===== src/rtl/regfile_wb_scheduler.sv =====
// Register-file write-port scheduler: the pipeline writeback always wins, and MUL/DIV results
// queue in a small FIFO. A pending-destination scoreboard drives the decode stall.
module regfile_wb_scheduler #(
  parameter int DEPTH = 4,
  parameter int CNT_W = 3
) (
  input  logic        CLK,
  input  logic        RESET,
  input  logic        PIPE_WB_VALID,
  input  logic [4:0]  PIPE_WB_ADDR,
  input  logic [31:0] PIPE_WB_DATA,
  input  logic        MDU_VALID,
  input  logic [4:0]  MDU_ADDR,
  input  logic [31:0] MDU_DATA,
  output logic        MDU_READY,
  input  logic        ISSUE_MDU,
  input  logic [4:0]  ISSUE_RD,
  input  logic [4:0]  ADRS1,
  input  logic [4:0]  ADRS2,
  input  logic [4:0]  ADRS_RD,
  output logic        STALL_OUT,
  output logic [4:0]  WB_ADDRESS,
  output logic [31:0] WRITE_DATA,
  output logic        WRITE_ENABLE,
  output logic [31:0] BUSY_VEC,
  output logic [CNT_W-1:0] FIFO_COUNT,
  output logic        PROTO_ERR
);

  localparam int PTR_W = $clog2(DEPTH);

  logic [4:0]       fifo_addr_q [DEPTH];
  logic [31:0]      fifo_data_q [DEPTH];
  logic [PTR_W-1:0] wr_ptr_q, rd_ptr_q;
  logic [CNT_W-1:0] count_q, count_d;
  logic [31:0]      busy_q, busy_d;
  logic             proto_err_q;

  logic pipe_req, fifo_empty, push, pop;

  assign pipe_req   = PIPE_WB_VALID && (PIPE_WB_ADDR != 5'd0);
  assign fifo_empty = (count_q == '0);
  // Readiness looks only at the registered count, so a full FIFO refuses a push even while it pops.
  assign MDU_READY  = RESET && (count_q < CNT_W'(DEPTH));
  assign push       = MDU_VALID && MDU_READY && (MDU_ADDR != 5'd0);
  assign pop        = !pipe_req && !fifo_empty;

  always_comb begin
    // NOTE: every combinational output gets a default first, so no path can infer a latch.
    WRITE_ENABLE = 1'b0;
    WB_ADDRESS   = 5'd0;
    WRITE_DATA   = 32'd0;
    if (RESET && pipe_req) begin
      WRITE_ENABLE = 1'b1;
      WB_ADDRESS   = PIPE_WB_ADDR;
      WRITE_DATA   = PIPE_WB_DATA;
    end else if (pop) begin
      WRITE_ENABLE = 1'b1;
      WB_ADDRESS   = fifo_addr_q[rd_ptr_q];
      WRITE_DATA   = fifo_data_q[rd_ptr_q];
    end
  end

  always_comb begin
    busy_d = busy_q;
    if (pop) busy_d[fifo_addr_q[rd_ptr_q]] = 1'b0;
    if (ISSUE_MDU && (ISSUE_RD != 5'd0)) busy_d[ISSUE_RD] = 1'b1;
    busy_d[0] = 1'b0;
  end

  always_comb begin
    count_d = count_q;
    case ({push, pop})
      2'b10:   count_d = count_q + CNT_W'(1);
      2'b01:   count_d = count_q - CNT_W'(1);
      default: count_d = count_q;
    endcase
  end

  // NOTE: state registers use non-blocking assignments so every flop samples pre-edge values.
  always_ff @(posedge CLK or negedge RESET) begin
    if (!RESET) begin
      wr_ptr_q    <= '0;
      rd_ptr_q    <= '0;
      count_q     <= '0;
      busy_q      <= '0;
      proto_err_q <= 1'b0;
    end else begin
      if (push) wr_ptr_q <= wr_ptr_q + PTR_W'(1);
      if (pop)  rd_ptr_q <= rd_ptr_q + PTR_W'(1);
      count_q <= count_d;
      busy_q  <= busy_d;
      if (pipe_req && busy_q[PIPE_WB_ADDR]) proto_err_q <= 1'b1;
    end
  end

  // NOTE: storage is left unreset; the count and pointers alone decide which entries are valid.
  always_ff @(posedge CLK) begin
    if (push) begin
      fifo_addr_q[wr_ptr_q] <= MDU_ADDR;
      fifo_data_q[wr_ptr_q] <= MDU_DATA;
    end
  end

  assign STALL_OUT  = busy_q[ADRS1] | busy_q[ADRS2] | busy_q[ADRS_RD];
  assign BUSY_VEC   = busy_q;
  assign FIFO_COUNT = count_q;
  assign PROTO_ERR  = proto_err_q;

endmodule

===== config.mk =====
export PLATFORM = sky130hd
export DESIGN_NAME = regfile_wb_scheduler
export DESIGN_NICKNAME = d
export VERILOG_FILES = /design/src/rtl/regfile_wb_scheduler.sv
export SDC_FILE = /design/constraint.sdc
export NUM_CORES = 1
export LEC_CHECK = 0
export CAP_MARGIN = 30
export CORE_UTILIZATION = 56
export CTS_CLUSTER_DIAMETER = 30
export CTS_CLUSTER_SIZE = 20
export DETAILED_ROUTE_END_ITERATION = 7
export HOLD_SLACK_MARGIN = 0.12
export PLACE_DENSITY = 0.86
export SLEW_MARGIN = 5
export SYNTH_ARGS = -nofsm -noshare
export SYNTH_HDL_FRONTEND = slang
export SYNTH_SLANG_ARGS = --single-unit

===== constraint.sdc =====
create_clock -name CLK -period 7 [get_ports CLK]
set_input_delay 1.4 -clock CLK [delete_from_list [all_inputs] [get_ports CLK]]
set_output_delay 1.4 -clock CLK [all_outputs]
set_load 0.03 [all_outputs]

# == Word-level counts from Yosys, hierarchy flattened ==
# Memories as Yosys holds them, arrays and structs flattened.
# Cells that the tools add are included.
# classes
n_addsub,4
order_cmp,9
n_eq_ne,2
n_mux,23
bitwise,5
reduce_logical,17
# ops
cell,count
32-bit 2-to-1 mux,4
5-bit by 6-bit < comparator with 1-bit output (second input constant),6
32-bit bitwise AND,1
32-bit NOT,1
32-bit bitwise OR,1
1-bit binary-select mux with 5-bit select,4
5-bit nonzero test,3
1-bit demux with 5-bit select,2
5-bit by 1-bit greater-or-equal comparator with 1-bit output (second input constant),2
1-bit logical AND,10
1-bit 2-to-1 mux,10
5-bit 2-to-1 mux,2
3-bit case mux with 2 select lines,1
2-bit by 1-bit adder with 2-bit output (second input constant),2
3-bit by 1-bit adder with 3-bit output (second input constant),1
3-bit zero test,1
3-bit < comparator (second input constant),1
3-bit by 1-bit subtractor with 3-bit output (second input constant),1
2-bit by 1-bit equality test with 1-bit output (second input constant),1
2-bit equality test (second input constant),1
1-bit zero test,2
1-bit bitwise OR,2
2-bit nonzero test,1
# totals
ff_bits,39
ram_bits,148
in_bits,99
output_inout_bits,76
elab_cells,67
mem_count,2
# mem_list
memory,words,word_bits,read_ports,rd_ports_with_merged_regs,write_ports,line,text
fifo_data_q,4,32,1,0,1,33,logic [31:0] fifo_data_q [DEPTH];
fifo_addr_q,4,5,1,0,1,32,logic [4:0] fifo_addr_q [DEPTH];

# == Logic depth before layout (Yosys ltp) ==
# Gate-level depths: netlist (run 1).
# An unclocked memory read counts as a cell.
# depth
depth_word,10
mapped_depth,11

# == Worst setup path before layout (run 1) ==
# No wires, ideal clock.
# synth_timing
kind,in2out
from,in ADRS1[2]
to,out STALL_OUT
t_arrival_ns,2.951
required_ns,5.600
slack_ns,2.649
stages,6
n_path_buf,1
path_cell_list,buf_2 mux4_2 a22oi_1 o2111ai_1 nor4_1 nand3_1
# synth_between
elab_chain_cells,4
# synth_rtl
item,line,text
from (decl),18,"input logic [4:0] ADRS1,"
1-bit binary-select mux with 5-bit select,105,assign STALL_OUT = busy_q[ADRS1] | busy_q[ADRS2] | busy_q[ADRS_RD];
1-bit 2-to-1 mux (not written as such),105,
1-bit bitwise OR (2 in series),105,
to (decl),21,"output logic STALL_OUT,"
# Every way passes these cells. The select of a mux whose other input is x is not followed.

# == Worst setup path in the final report (run 1) ==
# layout_timing
from,in PIPE_WB_ADDR[0]
to,out WB_ADDRESS[3]
# layout_between
elab_chain_cells,6
word_cells_on_any_way,7
cone_classes,2 x mux; 5 x reduce/logical
# layout_rtl
item,line,text
from (decl),10,"input logic [4:0] PIPE_WB_ADDR,"
5-bit nonzero test *,41,assign pipe_req = PIPE_WB_VALID && (PIPE_WB_ADDR != 5'd0);
1-bit logical AND *,41,
1-bit zero test,46,assign pop = !pipe_req && !fifo_empty;
1-bit logical AND,46,
5-bit 2-to-1 mux,57,end else if (pop) begin
5-bit 2-to-1 mux *,53,if (RESET && pipe_req) begin
to (decl),22,"output logic [4:0] WB_ADDRESS,"
# Mark *: on every way between the ends. The rest lies on a longest branch, timed or not.

==> results of run 1 <==
[final cells by class]
cell class	count	area share, %
Inverter	11	0.372
Timing Repair Buffer	181	16.7
Tap cell	184	2.08
Multi-Input combinational cell	279	26.7
Clock inverter	14	1.37
Clock buffer	17	3.84
Sequential cell	187	48.9
[per-stage QoR]
step                hold WS, ns  utilization [%]  setup slack, ns  cells  power [W]
floorplan                 0.534                -             2.65    505    0.00273
global placement          0.477             70.5            0.958    837    0.00336
detailed placement        0.479             70.9            0.840    840    0.00343
CTS                       0.504             74.8            0.807    871    0.00440
global route              0.559             75.2            0.651    873    0.00459
finish                    0.521             75.2            0.734    873    0.00443
[synthesized netlist by cell type (7+ instances only)]
library cell	n
inv_1	11
o21ai_0	62
a22o_1	37
nand3b_1	7
buf_2	9
dfrtp_1	39
nand4_1	8
mux4_2	62
edfxtp_1	148
clkbuf_1	10
mux2i_1	17
nand2_1	11
nor2_1	9
[placed cells by master (no fill, tap or decap), types with 6 or more instances in the layout]
cell	instances
a22o_1	37
clkbuf_16	17
clkdlybuf4s50_1	172
dfrtp_1	37
edfxtp_1	148
inv_1	11
mux2_2	6
mux2i_1	17
mux4_2	62
nand2_1	11
nand3b_1	7
nand4_1	8
nor2_1	8
o21ai_0	62
[power by group]
| group | total, W | switching (W) | internal (W) |
|---|---|---|---|
| clock network | 0.000947 | 0.000443 | 0.000505 |
| registers | 0.00164 | 0.000262 | 0.00138 |
| logic | 0.00184 | 0.000959 | 0.000878 |
| total | 0.00443 | 0.00166 | 0.00276 |
[critical path, cell delays in order]
cell	delay (ns)
clkdlybuf4s50_1	0.73
or4_4	0.64
o21ai_4	0.25
and2_2	0.84
a22o_1	0.32
clkdlybuf4s50_1	0.69
[flip-flops by register name, indices dropped and copies added, names as in the netlist]
signal / flops
BUSY_VEC: 31
PROTO_ERR: 1
wr_ptr_q: 2
fifo_addr_q: 20
fifo_data_q: 128
rd_ptr_q: 2
FIFO_COUNT: 3
[how the worst max path moves through the flow]
stage | from | end | slack [ns] | cells after the start
final | PIPE_WB_ADDR[0] | WB_ADDRESS[3] | 0.73 | 6
after global routing | PIPE_WB_ADDR[0] | WRITE_DATA[26] | 0.65 | 6
after CTS | PIPE_WB_ADDR[0] | WRITE_DATA[26] | 0.81 | 6
after detailed placement | PIPE_WB_ADDR[0] | WB_ADDRESS[3] | 0.84 | 6
after global placement | PIPE_WB_ADDR[0] | WB_ADDRESS[3] | 0.96 | 6
after floorplan | ADRS1[2] | STALL_OUT | 2.65 | 6
[routing by layer]
layer  track usage [%]  wire length (um)  vias to the layer above
met4              13.3               632                        0
li1                  -                 -                     2420
met1              38.2              8570                     2999
met5                 0                 0                        -
met2              48.5             11500                      410
met3              6.80              2180                       56
[cells by family (layout without fill, tap and decap cells)]
group           Yosys count  count (layout)  synth area share [%]
flops                   187             187                  63.2
compound gates          111             111                  8.45
mux                      87              87                  19.7
simple gates             68              68                  4.63
buf+inv                  39             223                  2.41
fa+ha+maj                 6               6                 0.963
xor+xnor                  6               6                 0.613
other cells               1               1                0.0437
==> results.toml, run 1 <==
[clock_tree]
cts_buffers = 17
cts_setup_buffers = 0
cts-htree-levels = 4
post_cts_resize_count = 0
clock_sinks = 187
cts-root-buf = "clkbuf_16"
path_clk_slew_ns = 0.07
hold_buffers = 0
cts_buffer_depth = 2
cts_tree = "built"
clk_latency_ns = 0.42

[sta]
finalCritPeriodShare_pct = 89.5
hold_violations = 0
finalSetupViolations = 0
relSlewSlack_pct = 33.7
fin_worst_skew_ns = 0.0106
tightest_slew_ns = 0.993
drv_slew = 0
post-route-min-period_ns = 6.27
grt_setup_unrepaired = "no"
fmax_mhz = 160
fin_setup_tns_ns = 0

[detailed_routing]
wirelength_um = 22900
drc = 0
dr.pass1.iters = 5
vias = 5885
postRouteAntennaNets = 0
drt_iter0_markers = 669
via_per_inst = 6.74
avgRoutedWirePerCell_um = 26.2

[worst_setup_path]
worstPathRequired_ns = 5.60
path_class = "in -> out"
cp_max_fo = 41
worst_r2r_startpoint = "FIFO_COUNT[2]"
reg2regPathDepth = 8
rr_endpoint = "FIFO_COUNT[2]"
regToRegSetupSlack_ns = 4.20
cp_data_arrival_time_ns = 4.87
cp-start-kind = "input port"
critical_path.endpoint_type = "output port"

[yosys]
synth_seq_cells = 187
async_flop_share_pct = 20.9
synth_area_leader_cell = "edfxtp_1"
synth_top_area_share_pct = 51.8
synthCells = 505
netlist_area_um2 = 8570
yosysWarnings = 0
synth.distinct_cells = 44
synth_nets = 610
synth_seq_area_share_pct = 63.2
avgSynthCellArea_um2 = 17.0
synth_ff_type = "edfxtp_1"
synth_area_leaders = "edfxtp_1, mux4_2, dfrtp_1, a22o_1, o21ai_0"
synth_edf_count = 148

[floorplan]
die_h_um = 126
die_area_um2 = 15800
core_um2 = 14800
start_util_pct = 58.1
die_x_um = 126
io_pins = 175
num_rows = 44

[place]
place_area_um2 = 10500
portBuffers = 173
detailed_place_hpwl_um = 14000
place_congestion = 0.906

[power]
irDropWorstVdd_mv = 0.247
p_leak_nw = 3.83
pwr_density_cell_nw_per_um2 = 399

[outcome]
status = "complete, no violations"

[grt]
grt_max_degree = 42
overflow = 0
grt_pass1_wl_um = 34600
grt.total_usage_pct = 29.6
grt_pass1_vias = 6004
antenna_found_initial = 0

[worst_hold_path]
hp-class = "reg -> reg"
min_to = "PROTO_ERR"
hp-start = "PROTO_ERR"
min_path_cells = 2

[finish]
fin_area_um2 = 11100
area_growth_pct = 29.3
multi_input_area_um2 = 2960
n_fill_cell = 809
regArea_um2 = 5420
diodes = 0
nets = 782
layout-drive-gt1-share_pct = 17.4

[run]
maxCapViolCount = 0
Note: power is estimated with default switching activity, not from simulation.
==> run 2, diff against run 1 <==
CORE_ASPECT_RATIO = 0.75   (was not set)
GPL_ROUTABILITY_DRIVEN = 0   (was not set)
==> results.toml, run 2 (synthesis gave the netlist of run 1 again) <==
[sta]
hold_violations = 0
timing.final.ws_setup_ns = 0.909
fin_worst_skew_ns = 0.00912
fin_setup_tns_ns = 0
relSlewSlack_pct = 32.7
finalSetupViolations = 0
tightest_slew_ns = 1.01
post-route-min-period_ns = 6.09
fin_hold_ws_ns = 0.543
fmax_mhz = 164
drv_slew = 0
finalCritPeriodShare_pct = 87.0
grt_setup_unrepaired = "no"

[detailed_routing]
via_per_inst = 6.44
avgRoutedWirePerCell_um = 24.4
vias = 5741
drc = 0
drt_iter0_markers = 635
postRouteAntennaNets = 0
dr.pass1.iters = 5
wirelength_um = 21700

[worst_setup_path]
critical_path.endpoint_type = "output port"
cp-endpoint = "WRITE_DATA[13]"
path_class = "in -> out"
critPathSlowestCell = "clkdlybuf4s50_1"
worst_r2r_startpoint = "FIFO_COUNT[0]"
cp_data_arrival_time_ns = 4.69
crit_chain = "clkdlybuf4s50_1, or4_4, o21ai_4, and2_2, buf_4, a22o_1, clkdlybuf4s50_1"
rr_endpoint = "FIFO_COUNT[2]"
worst-path-stages = 7
critPathTopFamily = "buffers and inverters"
slowest_delay_ns = 0.71
cp_max_fo = 24
worstPathRequired_ns = 5.60
cp-startpoint = "PIPE_WB_ADDR[0]"
cp-start-kind = "input port"
reg2regPathDepth = 9
regToRegSetupSlack_ns = 4.18
crit_buf_inv = 3
cpMostUsedCell = "clkdlybuf4s50_1"

[floorplan]
io_pins = 175
core_um2 = 14700
die_area_um2 = 15800
start_util_pct = 58.4
num_rows = 38
die_x_um = 145
die_h_um = 109

[finish]
diodes = 0
layout.cells.most_common = "clkdlybuf4s50_1"
area_growth_pct = 29.9
final_cell_mix = "clkdlybuf4s50_1, edfxtp_1, mux4_2, o21ai_0"
utilization_pct = 75.8
nets = 783
layout-drive-gt1-share_pct = 17.7
largest-register = "fifo_data_q"
largest_reg_flops = 128

[clock_tree]
hold_buffers = 0
clk_latency_ns = 0.43
post_cts_resize_count = 0
cts_buffer_depth = 2
cts_setup_buffers = 0
cts-htree-levels = 4
path_clk_slew_ns = 0.07
clock_sinks = 187
cts_buffers = 17
cts-root-buf = "clkbuf_16"
cts_tree = "built"

[grt]
overflow = 0
antenna_found_initial = 1
grt_max_degree = 40
grt_pass1_vias = 5884
grt_pass1_wl_um = 32600
grt.total_usage_pct = 29.2

[power]
p_sw_share_pct = 38.4
comb_power_share_pct = 39.8
p_sw_w = 0.00172
p_seq_share_pct = 38.4
p_leak_nw = 3.85
clkPwrFrac_pct = 21.8
intPower_w = 0.00277
pwr_density_cell_nw_per_um2 = 403
irDropWorstVdd_mv = 0.231

[outcome]
status = "complete, no violations"

[place]
dp_slack_ns = 0.991
portBuffers = 173
detailed_place_hpwl_um = 14300

[worst_hold_path]
hp-class = "reg -> reg"
hp-start = "FIFO_COUNT[2]"

[run]
maxCapViolCount = 0
-- run 2: cell count changes in the layout (fill, tap and decap cells not counted), sizes merged --
cell / before / now
clkinv: 3 / 6
buf: 9 / 10
clkinvlp: 2 / 0
-- run 2: stage by stage --
step / total power, W / std cells / area [um^2]
2_1_floorplan: 0.00273 / 505 / 8570
3_3_place_gp: 0.00342 / 855 / 10400
3_5_place_dp: 0.00348 / 858 / 10500
4_1_cts: 0.00448 / 890 / 11100
5_1_grt: 0.00466 / 891 / 11100
6_report: 0.00449 / 891 / 11100
-- run 2: worst min path at each step --
stage | end | slack (ns) | depth (start not counted)
2_1_floorplan | wr_ptr_q[1] | 0.53 | 1
3_3_place_gp | PROTO_ERR | 0.50 | 2
3_5_place_dp | PROTO_ERR | 0.50 | 2
4_1_cts | FIFO_COUNT[2] | 0.54 | 1
5_1_grt | FIFO_COUNT[0] | 0.58 | 1
6_report | FIFO_COUNT[2] | 0.54 | 1
-- run 2: area by class of cell --
class | count | area (um^2)
well taps | 200 | 250
inverters | 11 | 41.3
flip-flops and latches | 187 | 5420
fillers | 830 | 3550
clock buffers | 17 | 425
clock inverters | 15 | 196
multi-input cells | 279 | 2960
repair buffers | 182 | 1840
-- run 2: worst register-to-register path: cells and delay by family, from the launching register on --
family                   cells  cell delay, ns
AND/OR/NAND/NOR              3            1.03
adder cells (fa/ha/maj)      2            0.61
flip-flops                   1            0.41
XOR/XNOR                     2            0.33
buffers and inverters        2            0.37
-- run 2: routing by layer --
layer | global-route usage [%] | wire length (um) | up-vias
met5 | 0 | 13 | -
met4 | 14.1 | 692 | 2
met3 | 8.87 | 2540 | 79
met2 | 45.2 | 10200 | 396
met1 | 38.2 | 8250 | 2829
li1 | - | - | 2435
-- run 2: power by group through the flow --
stage	combinational [W]	sequential, W	clock, W
after global placement	0.00170	0.00171	0
after detailed placement	0.00176	0.00172	0
final	0.00179	0.00172	0.000980
after global routing	0.00189	0.00174	0.00103
after floorplan	0.00101	0.00172	0
after CTS	0.00178	0.00170	0.000993
==> run 3, diff against run 2 <==
SETUP_SLACK_MARGIN = 0.3   (was not set)
==> results of run 3 <==
No change in the layout: final DEF, timing and power equal those of run 2.
